==> src/rtl/imem_loader.sv <==
// rtl/imem_loader.sv - boot-time framed byte stream loader for the instruction memory
module imem_loader #(
  parameter int MEM_BYTES   = 256,
  parameter int ADDR_W      = 8,
  parameter int TIMEOUT_CYC = 100000
) (
  input  logic              clk,
  input  logic              reset,
  input  logic              rx_valid,
  input  logic [7:0]        rx_data,
  output logic              rx_ready,
  output logic              mem_we,
  output logic [ADDR_W-1:0] mem_addr,
  output logic [31:0]       mem_wdata,
  output logic [3:0]        mem_be,
  output logic              cpu_hold,
  output logic              load_done,
  output logic              load_err
);

  localparam int          IDLE_W  = $clog2(TIMEOUT_CYC + 1);
  localparam logic [16:0] MEM_LIM = 17'(MEM_BYTES);
  localparam logic [7:0]  SYNC    = 8'hA5;

  typedef enum logic [2:0] {
    S_IDLE, S_LEN_LO, S_LEN_HI, S_PAYLOAD, S_WRITE, S_CHKSUM, S_DONE, S_ERROR
  } state_t;

  state_t             state_q, state_d;
  logic [15:0]        len_q;
  logic [15:0]        byte_cnt_q;
  logic [7:0]         sum_q;
  logic [31:0]        wbuf_q;
  logic [3:0]         be_q;
  logic [ADDR_W-1:0]  waddr_q;
  logic [IDLE_W-1:0]  idle_q;
  logic               hold_q, done_q, err_q;

  logic        hs;
  logic        counting;
  logic        timeout;
  logic        last_byte;
  logic [15:0] len_full;
  logic [1:0]  lane;

  assign hs        = rx_valid && rx_ready;
  assign lane      = byte_cnt_q[1:0];
  assign len_full  = {rx_data, len_q[7:0]};
  assign last_byte = (byte_cnt_q + 16'd1) == len_q;
  assign counting  = state_q inside {S_LEN_LO, S_LEN_HI, S_PAYLOAD, S_CHKSUM};
  assign timeout   = counting && !hs && (idle_q == IDLE_W'(TIMEOUT_CYC - 1));

  // State register
  always_ff @(posedge clk) begin
    if (reset) state_q <= S_IDLE;
    else       state_q <= state_d;
  end

  // Next-state: frame parsing, word flush points and timeout abort
  always_comb begin
    state_d = state_q;
    case (state_q)
      S_IDLE:    if (hs && rx_data == SYNC) state_d = S_LEN_LO;
      S_LEN_LO:  if (hs) state_d = S_LEN_HI;
                 else if (timeout) state_d = S_ERROR;
      S_LEN_HI: begin
        if (hs) begin
          if ({1'b0, len_full} > MEM_LIM) state_d = S_ERROR;
          else if (len_full == 16'd0)     state_d = S_CHKSUM;
          else                            state_d = S_PAYLOAD;
        end else if (timeout) begin
          state_d = S_ERROR;
        end
      end
      S_PAYLOAD: if (hs) begin
                   if (lane == 2'd3 || last_byte) state_d = S_WRITE;
                 end else if (timeout) state_d = S_ERROR;
      S_WRITE:   state_d = (byte_cnt_q == len_q) ? S_CHKSUM : S_PAYLOAD;
      S_CHKSUM:  if (hs) state_d = (rx_data == sum_q) ? S_DONE : S_ERROR;
                 else if (timeout) state_d = S_ERROR;
      S_DONE:    state_d = S_IDLE;
      S_ERROR:   state_d = S_IDLE;
      default:   state_d = S_IDLE;
    endcase
  end

  // Datapath: length latch, word assembly, checksum, idle counter and sticky status
  always_ff @(posedge clk) begin
    if (reset) begin
      len_q      <= '0;
      byte_cnt_q <= '0;
      sum_q      <= '0;
      wbuf_q     <= '0;
      be_q       <= '0;
      waddr_q    <= '0;
      idle_q     <= '0;
      hold_q     <= 1'b0;
      done_q     <= 1'b0;
      err_q      <= 1'b0;
    end else begin
      idle_q <= (counting && !hs) ? idle_q + IDLE_W'(1) : '0;
      case (state_q)
        S_IDLE: if (hs && rx_data == SYNC) begin
          done_q     <= 1'b0;
          err_q      <= 1'b0;
          byte_cnt_q <= '0;
          sum_q      <= '0;
          wbuf_q     <= '0;
          be_q       <= '0;
          hold_q     <= 1'b1;
        end
        S_LEN_LO: if (hs) len_q[7:0]  <= rx_data;
        S_LEN_HI: if (hs) len_q[15:8] <= rx_data;
        S_PAYLOAD: if (hs) begin
          wbuf_q[{lane, 3'b000} +: 8] <= rx_data;
          be_q[lane]                  <= 1'b1;
          sum_q                       <= sum_q + rx_data;
          byte_cnt_q                  <= byte_cnt_q + 16'd1;
          waddr_q                     <= {byte_cnt_q[ADDR_W-1:2], 2'b00};
        end
        S_WRITE: begin
          wbuf_q <= '0;
          be_q   <= '0;
        end
        default: ;
      endcase
      if (state_d == S_DONE) begin
        done_q <= 1'b1;
        hold_q <= 1'b0;
      end
      if (state_d == S_ERROR) err_q <= 1'b1;
    end
  end

  // Outputs: handshake readiness, write port driven only in the WRITE cycle, status flags
  always_comb begin
    rx_ready  = !reset && (state_q inside {S_IDLE, S_LEN_LO, S_LEN_HI, S_PAYLOAD, S_CHKSUM});
    mem_we    = (state_q == S_WRITE);
    mem_addr  = mem_we ? waddr_q : '0;
    mem_wdata = mem_we ? wbuf_q  : '0;
    mem_be    = mem_we ? be_q    : '0;
    cpu_hold  = hold_q;
    load_done = done_q;
    load_err  = err_q;
  end

endmodule

==> config.mk <==
export PLATFORM = sky130hd
export DESIGN_NAME = imem_loader
export DESIGN_NICKNAME = d
export VERILOG_FILES = /design/src/rtl/imem_loader.sv
export SDC_FILE = /design/constraint.sdc
export NUM_CORES = 1
export LEC_CHECK = 0
export ABC_AREA = 1
export ABC_CLOCK_PERIOD_IN_PS = 4600
export BUFFER_PORTS_ARGS = -buffer_cell sky130_fd_sc_hd__clkbuf_2
export CAP_MARGIN = 0
export CORE_ASPECT_RATIO = 1.25
export CORE_MARGIN = 5
export CORE_UTILIZATION = 23
export DETAILED_ROUTE_END_ITERATION = 8
export GPL_TIMING_DRIVEN = 0
export PLACE_DENSITY = 0.38
export REMOVE_ABC_BUFFERS = 1
export SETUP_SLACK_MARGIN = 0.2
export SYNTH_ARGS = -nofsm -noshare
export SYNTH_HDL_FRONTEND = slang
export SYNTH_SLANG_ARGS = --single-unit
==> constraint.sdc <==
create_clock -name clk -period 4.6 [get_ports clk]
set_input_delay 0.23 -clock clk [delete_from_list [all_inputs] [get_ports clk]]
set_output_delay 0.23 -clock clk [all_outputs]
set_load 0.02 [all_outputs]
==> results by group <==
Run status
  – Status: complete, no violations

Placement
  – Final HPWL DP: 12.9 mm
  – Routability congestion estimate: 0.790
  – Port bufs: 57
  – Worst slack, placed: 933 ps

STA
  – RSZ-0062 raised after global routing: no
  – Worst-margin pin slew: 1310 ps
  – Final Cycle Share: 70.5%
  – Min cycle time layout: 3240 ps
  – Hold Fails Final Rpt: 0
  – Final setup viols: 0
  – Setup slack after layout: 1360 ps
  – Layout Skew: 8.41 ps
  – Max Slew Vio Count: 0
  – Slew HR: 12.4%
  – Max Freq: 309 MHz
  – Setup_tns: 0 ps

Synthesis
  – Seq/Total Area, Yosys: 36.5%
  – Number of synthesized flops with an enable pin: 0
  – Ys flop type: dfxtp_1
  – Warnings from Yosys: 0
  – Syn Std Cell Area: 0.00576 mm^2
  – Async SR Flop Fraction: 0%
  – Gate Count Post-Synth: 852
  – Mean post-synth cell area: 6.76 um^2
  – Post-synth cell types: 43
  – Flop and latch count out of synthesis: 105

Drt
  – Post-route DRC: 0
  – Drt wl/cell: 14.0 um
  – ANT nets after route: 0
  – WL final: 17.2 mm
  – DR iter-0 viols: 198
  – DRT Pass-1 Iters: 4
  – Total number of vias: 5263
  – Vias/cell: 4.28

Power
  – Switch share: 21.8%
  – NetSw: 0.410 mW
  – Maximum vdd drop: 164 uV
  – Comb pwr share: 3.0%
  – Clock power frac: 48.7%
  – P_leak: 2.65 nW
  – Share of total power in sequential cells: 48.3%
  – PD cells: 279 mW/mm^2
  – Internal power: 1.47 mW

Cells and area
  – P&R area growth vs syn: 16.8%
  – Final nets: 920
  – Area taken by multi-input logic gates: 0.00304 mm^2
  – Diode count: 0
  – # fillers: 2808
  – Reg area: 0.00210 mm^2
  – Layout cells sized above 1: 13.7%

Clocking
  – H-tree levels: 3
  – Clock buffer depth: 2
  – Clock root buffer: clkbuf_16
  – Post-cts resize count: 0
  – Clk_lat worst skew: 360 ps
  – # clock sinks: 105
  – Cts hold-fix bufs: 0
  – Clock transition at path regs: 80 ps
  – CTS Buf Count: 9
  – Postcts setup bufs: 0
  – TritonCTS clock tree: yes

GRT
  – Initial antenna violation count: 0
  – Largest net degree at the start of global routing: 52
  – Overall routing resource usage: 12.3%
  – Number of global-route vias before repair: 5128
  – GRT Residual Overflow: 0
  – First-pass GRT wire length: 27.7 mm

Worst setup path
  – Critical Path Slowest Stage Cell: clkbuf_2
  – CP max FO: 51
  – CP arrival: 3500 ps
  – Worst path bufs/invs: 3
  – Crit. End Element: flip-flop
  – Crit path required time: 4860 ps
  – Cell family with most CP delay: simple AND/OR/NAND/NOR gates
  – CP peak stage delay: 670 ps
  – Setup crit start kind: input port
  – Setup CP Type: in -> reg
  – Critical-path cell list: clkbuf_2, a21oi_2, nand2_2, nor2_8, inv_2, nand2_2, nand2_4, inv_2, nand2_1, nor3_4, nand2_1, a21oi_1

Die
  – Die height: 187 um
  – Site Rows: 64
  – Starting Density: 23.4%
  – IO Count: 60
  – Die extent in x: 152 um
  – DIE AREA: 0.0283 mm^2
  – Core area: 0.0246 mm^2

Flow run
  – # Max-Cap Violations: 0

Hold path
  – HP Class: in -> reg
==> stage by stage <==
| step | area, um^2 | std cells | hold slack [ps] | utilization [%] | total power, mW |
|---|---|---|---|---|---|
| 2_1_floorplan | 5630 | 826 | 297 | - | 0.954 |
| 3_3_place_gp | 6330 | 1213 | 436 | 25.7 | 0.988 |
| 3_5_place_dp | 6380 | 1215 | 439 | 26.0 | 0.987 |
| 4_1_cts | 6730 | 1231 | 214 | 27.4 | 1.91 |
| 5_1_grt | 6730 | 1231 | 224 | 27.4 | 1.95 |
| 6_report | 6730 | 1231 | 218 | 27.4 | 1.88 |
==> layer usage <==
metal	up-vias	track usage, %	share of wire (%)
li1	2800	-	-
met1	2359	15.8	46
met2	82	20.6	48
met3	22	1.87	3.8
met4	0	4.60	2.1
met5	-	0	0
==> state kept, by name, indices dropped and copies added (netlist names) <==
name,cells
cpu_hold,1
be_q,4
sum_q,8
wbuf_q,32
load_done,1
state_q,3
idle_q,17
len_q,16
waddr_q,6
byte_cnt_q,16
load_err,1
==> tightest hold or removal path, stage by stage <==
cell and delay (ps):
clkbuf_2 140, nand3_1 100, a21oi_1 50
==> worst paths after layout <==
check,slack [ps],end,from,cells past startpoint
worst min-delay path,220,wbuf_q[19]$_SDFFE_PP0P_,rx_data[3],3
worst min register to register,450,idle_q[0]$_SDFF_PP0_,idle_q[0]$_SDFF_PP0_,1
worst max-delay path,1360,wbuf_q[29]$_SDFFE_PP0P_,reset,12
worst max register to register,1640,wbuf_q[29]$_SDFFE_PP0P_,state_q[0]$_SDFF_PP0_,12
==> placed cells by master (no fill, tap or decap), types with 5 or more instances in the layout <==
| cell | Yosys | layout |
|---|---|---|
| xnor2_1 | 5 | 5 |
| o21ai_0 | 33 | 33 |
| nor3_1 | 20 | 20 |
| a211oi_2 | 8 | 8 |
| clkbuf_16 | 0 | 9 |
| dfxtp_1 | 105 | 105 |
| nor2_2 | 6 | 7 |
| inv_1 | 119 | 119 |
| xor2_1 | 21 | 21 |
| nand2_1 | 167 | 167 |
| nor2_1 | 121 | 120 |
| nand4_1 | 13 | 13 |
| inv_2 | 9 | 9 |
| a21oi_1 | 93 | 93 |
| nand2_2 | 7 | 7 |
| clkbuf_2 | 0 | 57 |
| ha_1 | 12 | 12 |
| nand3_1 | 40 | 40 |
| nor4_1 | 6 | 5 |
==> cells in the mapped netlist, types with 9 or more instances <==
library cell,count,area share [%]
xor2_1,21,3.2
nand4_1,13,1.4
dfxtp_1,105,37
ha_1,12,2.6
inv_1,119,7.8
nand3_1,40,3.5
inv_2,9,0.59
a21oi_1,93,8.1
o21ai_0,33,2.9
nor2_1,121,7.9
nand2_1,167,11
nor3_1,20,1.7
clkbuf_1,19,1.2
==> logic make-up (layout without fill, tap and decap cells) <==
logic type	count (synthesis)	after routing	synth area share, %
AND/OR/NAND/NOR	401	401	31.3
AO/OA/AOI/OAI	147	147	14.4
XOR/XNOR	26	26	3.96
flip-flops	105	105	36.5
adder cells (fa/ha/maj)	13	13	2.96
other	1	2	0.0651
buffers and inverters	159	207	10.9
==> power by group through the flow <==
stage | sequential [mW] | clock, mW | combinational [mW]
2_1_floorplan | 0.930 | 0 | 0.0239
3_3_place_gp | 0.930 | 0 | 0.0577
3_5_place_dp | 0.930 | 0 | 0.0571
4_1_cts | 0.908 | 0.949 | 0.0572
5_1_grt | 0.909 | 0.983 | 0.0617
6_report | 0.909 | 0.916 | 0.0556
==> cell type report <==
cell class,count,area share (%)
Timing Repair Buffer,59,4.87
Sequential cell,105,31.3
Clock inverter,4,1.47
Tap cell,330,6.14
Clock buffer,12,3.66
Multi-Input combinational cell,589,45.2
Inverter,132,7.40
Power figures use the tool's default switching activity.
